===== src/rtl/instr_encoder_loader_pkg.sv =====
// Shared mnemonic codes, MIPS-I opcode/funct values and the symbolic-to-word encoder.
// The pipeline decoder imports the same constants, so both sides agree on every field.
package instr_encoder_loader_pkg;

  // Mnemonic codes (41); values 41..63 are illegal
  localparam logic [5:0] MN_ADDU    = 6'd0;
  localparam logic [5:0] MN_SUBU    = 6'd1;
  localparam logic [5:0] MN_AND     = 6'd2;
  localparam logic [5:0] MN_OR      = 6'd3;
  localparam logic [5:0] MN_XOR     = 6'd4;
  localparam logic [5:0] MN_NOR     = 6'd5;
  localparam logic [5:0] MN_SLT     = 6'd6;
  localparam logic [5:0] MN_SLTU    = 6'd7;
  localparam logic [5:0] MN_SLL     = 6'd8;
  localparam logic [5:0] MN_SRL     = 6'd9;
  localparam logic [5:0] MN_SRA     = 6'd10;
  localparam logic [5:0] MN_SLLV    = 6'd11;
  localparam logic [5:0] MN_SRLV    = 6'd12;
  localparam logic [5:0] MN_SRAV    = 6'd13;
  localparam logic [5:0] MN_JR      = 6'd14;
  localparam logic [5:0] MN_JALR    = 6'd15;
  localparam logic [5:0] MN_SYSCALL = 6'd16;
  localparam logic [5:0] MN_ADDI    = 6'd17;
  localparam logic [5:0] MN_ADDIU   = 6'd18;
  localparam logic [5:0] MN_SLTI    = 6'd19;
  localparam logic [5:0] MN_SLTIU   = 6'd20;
  localparam logic [5:0] MN_ANDI    = 6'd21;
  localparam logic [5:0] MN_ORI     = 6'd22;
  localparam logic [5:0] MN_XORI    = 6'd23;
  localparam logic [5:0] MN_LUI     = 6'd24;
  localparam logic [5:0] MN_LB      = 6'd25;
  localparam logic [5:0] MN_LH      = 6'd26;
  localparam logic [5:0] MN_LW      = 6'd27;
  localparam logic [5:0] MN_LBU     = 6'd28;
  localparam logic [5:0] MN_LHU     = 6'd29;
  localparam logic [5:0] MN_SB      = 6'd30;
  localparam logic [5:0] MN_SH      = 6'd31;
  localparam logic [5:0] MN_SW      = 6'd32;
  localparam logic [5:0] MN_BEQ     = 6'd33;
  localparam logic [5:0] MN_BNE     = 6'd34;
  localparam logic [5:0] MN_BLEZ    = 6'd35;
  localparam logic [5:0] MN_BGTZ    = 6'd36;
  localparam logic [5:0] MN_BLTZ    = 6'd37;
  localparam logic [5:0] MN_BGEZ    = 6'd38;
  localparam logic [5:0] MN_J       = 6'd39;
  localparam logic [5:0] MN_JAL     = 6'd40;

  localparam logic [5:0] OP_SPECIAL = 6'h00;
  localparam logic [5:0] OP_REGIMM  = 6'h01;
  localparam logic [5:0] OP_J       = 6'h02;
  localparam logic [5:0] OP_JAL     = 6'h03;
  localparam logic [5:0] OP_BEQ     = 6'h04;
  localparam logic [5:0] OP_BNE     = 6'h05;
  localparam logic [5:0] OP_BLEZ    = 6'h06;
  localparam logic [5:0] OP_BGTZ    = 6'h07;
  localparam logic [5:0] OP_ADDI    = 6'h08;
  localparam logic [5:0] OP_ADDIU   = 6'h09;
  localparam logic [5:0] OP_SLTI    = 6'h0A;
  localparam logic [5:0] OP_SLTIU   = 6'h0B;
  localparam logic [5:0] OP_ANDI    = 6'h0C;
  localparam logic [5:0] OP_ORI     = 6'h0D;
  localparam logic [5:0] OP_XORI    = 6'h0E;
  localparam logic [5:0] OP_LUI     = 6'h0F;
  localparam logic [5:0] OP_LB      = 6'h20;
  localparam logic [5:0] OP_LH      = 6'h21;
  localparam logic [5:0] OP_LW      = 6'h23;
  localparam logic [5:0] OP_LBU     = 6'h24;
  localparam logic [5:0] OP_LHU     = 6'h25;
  localparam logic [5:0] OP_SB      = 6'h28;
  localparam logic [5:0] OP_SH      = 6'h29;
  localparam logic [5:0] OP_SW      = 6'h2B;

  localparam logic [5:0] FN_SLL     = 6'h00;
  localparam logic [5:0] FN_SRL     = 6'h02;
  localparam logic [5:0] FN_SRA     = 6'h03;
  localparam logic [5:0] FN_SLLV    = 6'h04;
  localparam logic [5:0] FN_SRLV    = 6'h06;
  localparam logic [5:0] FN_SRAV    = 6'h07;
  localparam logic [5:0] FN_JR      = 6'h08;
  localparam logic [5:0] FN_JALR    = 6'h09;
  localparam logic [5:0] FN_SYSCALL = 6'h0C;
  localparam logic [5:0] FN_ADDU    = 6'h21;
  localparam logic [5:0] FN_SUBU    = 6'h23;
  localparam logic [5:0] FN_AND     = 6'h24;
  localparam logic [5:0] FN_OR      = 6'h25;
  localparam logic [5:0] FN_XOR     = 6'h26;
  localparam logic [5:0] FN_NOR     = 6'h27;
  localparam logic [5:0] FN_SLT     = 6'h2A;
  localparam logic [5:0] FN_SLTU    = 6'h2B;

  typedef enum logic [1:0] {
    ST_IDLE  = 2'd0,
    ST_WRITE = 2'd1,
    ST_DONE  = 2'd2
  } wr_state_e;

  typedef struct packed {
    logic        legal;
    logic        is_sys;
    logic [31:0] word;
  } enc_t;

  function automatic logic [31:0] r_word(input logic [4:0] rs, input logic [4:0] rt,
                                         input logic [4:0] rd, input logic [4:0] sh,
                                         input logic [5:0] fn);
    return {OP_SPECIAL, rs, rt, rd, sh, fn};
  endfunction

  function automatic logic [31:0] i_word(input logic [5:0] op, input logic [4:0] rs,
                                         input logic [4:0] rt, input logic [15:0] imm);
    return {op, rs, rt, imm};
  endfunction

  function automatic enc_t encode(input logic [5:0] mn, input logic [4:0] rs,
                                  input logic [4:0] rt, input logic [4:0] rd,
                                  input logic [4:0] sh, input logic [25:0] imm);
    enc_t e;
    e.legal  = 1'b1;
    e.is_sys = 1'b0;
    e.word   = 32'h0;
    case (mn)
      MN_ADDU:    e.word = r_word(rs, rt, rd, 5'd0, FN_ADDU);
      MN_SUBU:    e.word = r_word(rs, rt, rd, 5'd0, FN_SUBU);
      MN_AND:     e.word = r_word(rs, rt, rd, 5'd0, FN_AND);
      MN_OR:      e.word = r_word(rs, rt, rd, 5'd0, FN_OR);
      MN_XOR:     e.word = r_word(rs, rt, rd, 5'd0, FN_XOR);
      MN_NOR:     e.word = r_word(rs, rt, rd, 5'd0, FN_NOR);
      MN_SLT:     e.word = r_word(rs, rt, rd, 5'd0, FN_SLT);
      MN_SLTU:    e.word = r_word(rs, rt, rd, 5'd0, FN_SLTU);
      MN_SLL:     e.word = r_word(5'd0, rt, rd, sh, FN_SLL);
      MN_SRL:     e.word = r_word(5'd0, rt, rd, sh, FN_SRL);
      MN_SRA:     e.word = r_word(5'd0, rt, rd, sh, FN_SRA);
      MN_SLLV:    e.word = r_word(rs, rt, rd, 5'd0, FN_SLLV);
      MN_SRLV:    e.word = r_word(rs, rt, rd, 5'd0, FN_SRLV);
      MN_SRAV:    e.word = r_word(rs, rt, rd, 5'd0, FN_SRAV);
      MN_JR:      e.word = r_word(rs, 5'd0, 5'd0, 5'd0, FN_JR);
      MN_JALR:    e.word = r_word(rs, 5'd0, rd, 5'd0, FN_JALR);
      MN_SYSCALL: begin
        e.word   = r_word(5'd0, 5'd0, 5'd0, 5'd0, FN_SYSCALL);
        e.is_sys = 1'b1;
      end
      MN_ADDI:    e.word = i_word(OP_ADDI,  rs, rt, imm[15:0]);
      MN_ADDIU:   e.word = i_word(OP_ADDIU, rs, rt, imm[15:0]);
      MN_SLTI:    e.word = i_word(OP_SLTI,  rs, rt, imm[15:0]);
      MN_SLTIU:   e.word = i_word(OP_SLTIU, rs, rt, imm[15:0]);
      MN_ANDI:    e.word = i_word(OP_ANDI,  rs, rt, imm[15:0]);
      MN_ORI:     e.word = i_word(OP_ORI,   rs, rt, imm[15:0]);
      MN_XORI:    e.word = i_word(OP_XORI,  rs, rt, imm[15:0]);
      MN_LUI:     e.word = i_word(OP_LUI,   5'd0, rt, imm[15:0]);
      MN_LB:      e.word = i_word(OP_LB,    rs, rt, imm[15:0]);
      MN_LH:      e.word = i_word(OP_LH,    rs, rt, imm[15:0]);
      MN_LW:      e.word = i_word(OP_LW,    rs, rt, imm[15:0]);
      MN_LBU:     e.word = i_word(OP_LBU,   rs, rt, imm[15:0]);
      MN_LHU:     e.word = i_word(OP_LHU,   rs, rt, imm[15:0]);
      MN_SB:      e.word = i_word(OP_SB,    rs, rt, imm[15:0]);
      MN_SH:      e.word = i_word(OP_SH,    rs, rt, imm[15:0]);
      MN_SW:      e.word = i_word(OP_SW,    rs, rt, imm[15:0]);
      MN_BEQ:     e.word = i_word(OP_BEQ,   rs, rt, imm[15:0]);
      MN_BNE:     e.word = i_word(OP_BNE,   rs, rt, imm[15:0]);
      MN_BLEZ:    e.word = i_word(OP_BLEZ,  rs, 5'd0, imm[15:0]);
      MN_BGTZ:    e.word = i_word(OP_BGTZ,  rs, 5'd0, imm[15:0]);
      // REGIMM branches select the condition through the rt field
      MN_BLTZ:    e.word = i_word(OP_REGIMM, rs, 5'd0, imm[15:0]);
      MN_BGEZ:    e.word = i_word(OP_REGIMM, rs, 5'd1, imm[15:0]);
      MN_J:       e.word = {OP_J, imm};
      MN_JAL:     e.word = {OP_JAL, imm};
      default:    e.legal = 1'b0;
    endcase
    return e;
  endfunction

endpackage


===== src/rtl/instr_encoder_loader_word_fifo.sv =====
// Synchronous FIFO holding encoded words plus their syscall tag.
// flush empties it in one cycle; the head entry is readable combinationally.
module instr_word_fifo #(
  parameter int DEPTH = 4,
  parameter int WIDTH = 33,
  parameter int AW    = $clog2(DEPTH)
) (
  input  logic             clk,
  input  logic             reset,
  input  logic             flush,
  input  logic             push,
  input  logic [WIDTH-1:0] push_data,
  input  logic             pop,
  output logic [WIDTH-1:0] head,
  output logic             full,
  output logic             empty,
  output logic [AW:0]      count
);

  localparam logic [AW:0] FULL_CNT = (AW+1)'(DEPTH);

  logic [WIDTH-1:0] mem [DEPTH];
  logic [AW:0]      wr_ptr;
  logic [AW:0]      rd_ptr;
  logic             do_push;
  logic             do_pop;

  assign count   = wr_ptr - rd_ptr;
  assign full    = (count == FULL_CNT);
  assign empty   = (count == '0);
  assign head    = mem[rd_ptr[AW-1:0]];
  assign do_push = push && !full;
  assign do_pop  = pop && !empty;

  always_ff @(posedge clk) begin
    if (do_push) mem[wr_ptr[AW-1:0]] <= push_data;
  end

  always_ff @(posedge clk) begin
    if (!reset || flush) begin
      wr_ptr <= '0;
      rd_ptr <= '0;
    end else begin
      if (do_push) wr_ptr <= wr_ptr + 1'b1;
      if (do_pop)  rd_ptr <= rd_ptr + 1'b1;
    end
  end

endmodule


===== src/rtl/instr_encoder_loader.sv =====
// Encodes symbolic MIPS-I requests, buffers the words and writes them to IMEM
// from BASE_ADDR until a SYSCALL is written or the capacity is reached.
//   state    | meaning
//   ST_IDLE  | FIFO empty, waiting for an encoded word
//   ST_WRITE | imem_we held with FIFO head until imem_ack
//   ST_DONE  | loading finished; requests refused, FIFO discarded
module instr_encoder_loader #(
  parameter int          FIFO_DEPTH = 4,
  parameter logic [31:0] BASE_ADDR  = 32'h0000_3000,
  parameter int          IMEM_WORDS = 1024
) (
  input  logic        clk,
  input  logic        reset,
  input  logic        req_valid,
  output logic        req_ready,
  input  logic [5:0]  req_op,
  input  logic [4:0]  req_rs,
  input  logic [4:0]  req_rt,
  input  logic [4:0]  req_rd,
  input  logic [4:0]  req_shamt,
  input  logic [25:0] req_imm,
  output logic        imem_we,
  output logic [31:0] imem_addr,
  output logic [31:0] imem_wdata,
  input  logic        imem_ack,
  output logic [15:0] words_written,
  output logic        done,
  output logic        err_illegal,
  output logic        err_full
);
  import instr_encoder_loader_pkg::*;

  localparam int          AW       = $clog2(FIFO_DEPTH);
  localparam logic [AW:0] FULL_CNT = (AW+1)'(FIFO_DEPTH);
  localparam logic [AW:0] ONE_CNT  = (AW+1)'(1);
  localparam logic [15:0] CAP      = 16'(IMEM_WORDS);

  wr_state_e   state;
  enc_t        enc;
  logic        accept;
  logic        push;
  logic        pop;
  logic [32:0] head;
  logic        head_sys;
  logic        fifo_full;
  logic        fifo_empty;
  logic [AW:0] count;
  logic [AW:0] next_count;
  logic        at_capacity;

  assign enc         = encode(req_op, req_rs, req_rt, req_rd, req_shamt, req_imm);
  assign accept      = req_valid && req_ready;
  assign push        = accept && enc.legal;
  assign pop         = (state == ST_WRITE) && imem_ack;
  assign head_sys    = head[32];
  assign imem_wdata  = head[31:0];
  assign next_count  = count + {{AW{1'b0}}, push} - {{AW{1'b0}}, pop};
  assign at_capacity = (words_written + 16'd1) == CAP;

  instr_word_fifo #(
    .DEPTH (FIFO_DEPTH),
    .WIDTH (33)
  ) u_fifo (
    .clk       (clk),
    .reset     (reset),
    .flush     (state == ST_DONE),
    .push      (push),
    .push_data ({enc.is_sys, enc.word}),
    .pop       (pop),
    .head      (head),
    .full      (fifo_full),
    .empty     (fifo_empty),
    .count     (count)
  );

  always_ff @(posedge clk) begin
    if (!reset) begin
      state         <= ST_IDLE;
      imem_we       <= 1'b0;
      imem_addr     <= BASE_ADDR;
      words_written <= 16'd0;
      done          <= 1'b0;
      err_illegal   <= 1'b0;
      err_full      <= 1'b0;
      req_ready     <= 1'b1;
    end else begin
      if (accept && !enc.legal) err_illegal <= 1'b1;
      // Ready is precomputed from next occupancy so it never depends on imem_ack combinationally
      req_ready <= (next_count != FULL_CNT) && !done;
      case (state)
        ST_IDLE: begin
          if (!fifo_empty || push) begin
            state   <= ST_WRITE;
            imem_we <= 1'b1;
          end
        end
        ST_WRITE: begin
          if (imem_ack) begin
            imem_addr     <= imem_addr + 32'd4;
            words_written <= words_written + 16'd1;
            if (head_sys || at_capacity) begin
              state     <= ST_DONE;
              imem_we   <= 1'b0;
              done      <= 1'b1;
              req_ready <= 1'b0;
              if (!head_sys) err_full <= 1'b1;
            end else if (count != ONE_CNT || push) begin
              imem_we <= 1'b1;
            end else begin
              state   <= ST_IDLE;
              imem_we <= 1'b0;
            end
          end
        end
        ST_DONE: begin
          imem_we   <= 1'b0;
          req_ready <= 1'b0;
        end
        default: begin
          state   <= ST_IDLE;
          imem_we <= 1'b0;
        end
      endcase
    end
  end

  logic unused_full;
  assign unused_full = fifo_full;

endmodule

===== config.mk =====
export PLATFORM = sky130hd
export DESIGN_NAME = instr_encoder_loader
export DESIGN_NICKNAME = d
export VERILOG_FILES = /design/src/rtl/instr_encoder_loader_pkg.sv /design/src/rtl/instr_encoder_loader_word_fifo.sv /design/src/rtl/instr_encoder_loader.sv
export SDC_FILE = /design/constraint.sdc
export NUM_CORES = 1
export LEC_CHECK = 0
export BUFFER_PORTS_ARGS = -buffer_cell sky130_fd_sc_hd__buf_4
export CAP_MARGIN = 20
export CORE_ASPECT_RATIO = 1.2
export CORE_MARGIN = 8
export CORE_UTILIZATION = 60
export DETAILED_ROUTE_END_ITERATION = 16
export PLACE_DENSITY = 0.85
export SYNTH_ARGS = -nofsm -noshare
export SYNTH_HDL_FRONTEND = slang
export SYNTH_SLANG_ARGS = --single-unit

===== constraint.sdc =====
create_clock -name clk -period 5.88 [get_ports clk]
set_clock_uncertainty 0.15 [all_clocks]
set_input_delay 0.588 -clock clk [delete_from_list [all_inputs] [get_ports clk]]
set_output_delay 0.588 -clock clk [all_outputs]
set_load 0.005 [all_outputs]

==> out/results.txt <==
The run gives 2 as the number of buffers on the longest clock path. The proportion of synthesized chip area in sequential cells came out at 0.595. The first detailed-routing pass ran for 5 iterations. The final worst-path cycle share is 0.645. Data on the critical path is required at its endpoint by 5.83 ns.

TritonCTS built the clock tree. For this block, the via count after detailed routing is 5,724. The total negative slack for setup checks came out at 0 ns. The run gives 0 as the max-cap violation count. Entering global routing, the biggest net connects 57 pins.

The leakage power summed over all cells was 0.00387 uW; the area of the die was 0.0183 mm^2. The tools report the initial antenna violation count as 0. Summing internal, switching and leakage power gives 3200 uW.

The number of hold-repair buffers added at the cts stage is 0. Once the clock tree was built, the setup fixing pass inserted 0 buffers. For the pin with the worst max-slew slack, the measured transition is 0.890 ns.

The tree built by TritonCTS fans out to 189 sinks. Setup repair after global routing left no endpoint under its margin. Cell type of the slowest stage on the worst timing path: sky130_fd_sc_hd__and2_1. The logs give 2.16 ns for the post-place setup slack and 0 for the leftover overflow at the end of global routing. The height of the chip is 147 um, and the gate count after technology mapping is 651. The worst hold path belongs to the class reg2reg. The largest single stage delay on the critical path is 0.73 ns. Among the stages of the critical path, the cell type that occurs most often is sky130_fd_sc_hd__inv_1.

The final period demand of the worst path works out to 3.79 ns. Dividing the synthesized area by the synthesized cell count gives 13.1 um^2. The width of the die is 125 um, and the count of instances resized after the clock tree is built is 0. The run gives 967 as the final cell count without fillers.

The endpoint arrival time on the critical path is 3.75 ns, and the flip-flop and latch count after synthesis is 189. Walking the worst path, the cells encountered are inv_1 > ha_1 > fa_1 > xor2_1 > xnor2_1 > inv_1 > a31oi_1 > and2_1 > buf_4. Leaving out fill and tap cells, the most frequent cells in the layout are sky130_fd_sc_hd__buf_4, sky130_fd_sc_hd__edfxtp_1, sky130_fd_sc_hd__dfxtp_1.

The number of cell rows is 47, and the wire length of the first global-routing pass is 30.6 mm. After clock tree synthesis, the clock-pin slew on the worst setup and hold paths is 0.07 ns. The layout cell share with drive strength beyond 1 works out to 0.270. For this run, the number of Yosys warnings is 0.

The H-tree depth was 4. The worst setup path is launched from a flip-flop. The post-synthesis cell type with the largest combined area is sky130_fd_sc_hd__edfxtp_1.

For the number of primary I/O pins, the log shows 141. The top flip-flop cell by instance count after synthesis was sky130_fd_sc_hd__edfxtp_1. The most common library cell in the layout ignoring fill and taps is sky130_fd_sc_hd__buf_4. After synthesis the cells add up to 0.00852 mm^2. The tools report the number of fill cells in the layout as 860.

The count of input and output buffers is 137, and the average wire per cell in the routed design is 20.0 um. Type of the worst setup path: reg2reg. Setup violations remaining at the end of the flow were counted as 0. The last weighted congestion value of the routability-driven placer was 0.883; the number of placed cells counting well taps was 935. The run gives 0.616 as the effective utilization at floorplan. In the routed layout, each cell is associated on average with a via count of 5.92. Power spread over the standard cell area amounts to 312 mW/mm^2. The tools report the total count of max-transition violations in the final report as 0. The number of design rule violations left after detail routing came out at 0. The run finished with clean final reports. The run gives 0.407 as the relative slew slack.

Sorting the synthesized cells by area gives the leading types as sky130_fd_sc_hd__edfxtp_1, sky130_fd_sc_hd__dfxtp_1, sky130_fd_sc_hd__mux4_2. Async set-reset flop share out of synthesis: 0. STA classifies the critical path endpoint as a flip-flop. Portion of synthesized cell area occupied by the leading cell type: 0.451.

The synthesized design contains 128 enable-type register cells. The antenna cell count was 0. Counting distinct cell types in the post-synthesis netlist gives 61.

For the global router's overall resource usage, the log shows 0.211. Setup slack on the critical path of the routed design comes to 2.09 ns. Setup slack on the worst reg-to-reg path comes out at 2.09 ns.

The total wirelength of the detailed-routed design is 19.3 mm, and the number of endpoints with negative hold slack in the final report is 0. The first routing iteration left 402 violations. The largest fanout on the critical path was 18; the number of antenna-violating nets in the routed design was 0.

The floorplan step defined a core boundary enclosing 0.0138 mm^2. The logs give 854 for the number of nets in the final layout and 0.43 ns for the worst-skew pair later-pin latency. The peak ir drop on the vdd network is 0.293 mV, and the via count of the first global-routing pass is 5,939. For the total half-perimeter wirelength after legalization and detailed placement, the log shows 13.3 mm. The tree is rooted in a sky130_fd_sc_hd__clkbuf_16. Static timing analysis puts the maximum clock frequency at 264 MHz. Compared with the post-synthesis result, the final layout area differs by 20.4%.

In this run, CTS created clock tree buffers numbering 17.
## area by class of cell
cell class / count / area (um^2) / share of cell area
Clock buffer: 20 / 437 / 0.0426
Clock inverter: 12 / 160 / 0.0156
Inverter: 21 / 78.8 / 0.00769
Multi-Input combinational cell: 410 / 3220 / 0.314
Sequential cell: 189 / 5070 / 0.494
Tap cell: 171 / 214 / 0.0209
Timing Repair Buffer: 144 / 1080 / 0.105
## worst max-delay path: cells and delay by family, from the launching register on
kind / cells / cell delay [ns]
AND/OR/NAND/NOR: 1 / 0.73
buffers and inverters: 3 / 0.65
adder cells (fa/ha/maj): 2 / 0.58
XOR/XNOR: 2 / 0.51
AO/OA/AOI/OAI: 1 / 0.43
flip-flops: 1 / 0.41
## state kept, by name, indices dropped and copies added, names as in the netlist, 2 cells and up, named ones only
| register | count |
|---|---|
| u_fifo.mem | 128 |
| u_fifo.wr_ptr | 3 |
| imem_addr | 30 |
| words_written | 16 |
| state | 2 |
| u_fifo.rd_ptr | 3 |
## logic make-up after synthesis
logic type | share of synthesized area
AO/OA/AOI/OAI | 0.0836
XOR/XNOR | 0.0514
adder cells (fa/ha/maj) | 0.0238
buffers and inverters | 0.0288
flip-flops | 0.595
multiplexers | 0.0905
other | 0.000440
AND/OR/NAND/NOR | 0.127
## Yosys cell counts (4+ instances only)
cell / count
sky130_fd_sc_hd__or3_1: 9
sky130_fd_sc_hd__nand3_1: 15
sky130_fd_sc_hd__nand4_1: 8
sky130_fd_sc_hd__ha_1: 13
sky130_fd_sc_hd__o21ai_0: 17
sky130_fd_sc_hd__nand2_1: 44
sky130_fd_sc_hd__and3_1: 16
sky130_fd_sc_hd__nor3b_1: 4
sky130_fd_sc_hd__xnor2_1: 38
sky130_fd_sc_hd__o31ai_1: 4
sky130_fd_sc_hd__nor4_1: 4
sky130_fd_sc_hd__mux2i_1: 5
sky130_fd_sc_hd__edfxtp_1: 128
sky130_fd_sc_hd__a22o_1: 19
sky130_fd_sc_hd__buf_2: 4
sky130_fd_sc_hd__dfxtp_1: 61
sky130_fd_sc_hd__buf_4: 5
sky130_fd_sc_hd__a21oi_1: 17
sky130_fd_sc_hd__xor2_1: 12
sky130_fd_sc_hd__nor2b_1: 4
sky130_fd_sc_hd__clkbuf_1: 19
sky130_fd_sc_hd__nor3_1: 12
sky130_fd_sc_hd__nor2_1: 35
sky130_fd_sc_hd__mux4_2: 32
sky130_fd_sc_hd__a31oi_1: 10
sky130_fd_sc_hd__and2_1: 41
sky130_fd_sc_hd__a21boi_0: 8
sky130_fd_sc_hd__inv_1: 20
## per-layer routing
layer  share of wire  track usage  up-vias  wire [um]
li1                -            -     2692          -
met4           0.029        0.102        0        563
met2            0.52        0.373      224      10000
met5               0            0        -          0
met1            0.38        0.227     2770       7340
met3           0.071       0.0608       38       1380
## path summary, 6_finish.rpt
| check | startpoint | endpoint | cells after the start |
|---|---|---|---|
| setup / recovery | u_fifo.wr_ptr[0]$_SDFFE_PP0P_ | u_fifo.mem[2][23]$_DFFE_PP_ | 9 |
| hold / removal | err_illegal$_SDFFE_PN0P_ | err_illegal$_SDFFE_PN0P_ | 1 |
| setup reg to reg | u_fifo.wr_ptr[0]$_SDFFE_PP0P_ | u_fifo.mem[2][23]$_DFFE_PP_ | 9 |
| hold reg to reg | err_illegal$_SDFFE_PN0P_ | err_illegal$_SDFFE_PN0P_ | 1 |
## stage by stage
stage	hold slack, ns	instance area, um^2	util
floorplan	0.314	8530	-
global placement	0.304	9660	0.699
detailed placement	0.314	9660	0.699
CTS	0.325	10300	0.742
global route	0.334	10300	0.742
finish	0.325	10300	0.742
## power breakdown
group | switching, uW | total (uW) | internal [uW]
clock | 479 | 1150 | 673
sequential | 36.8 | 1550 | 1510
combinational | 253 | 499 | 246
Note: power is estimated with default switching activity, not from simulation.
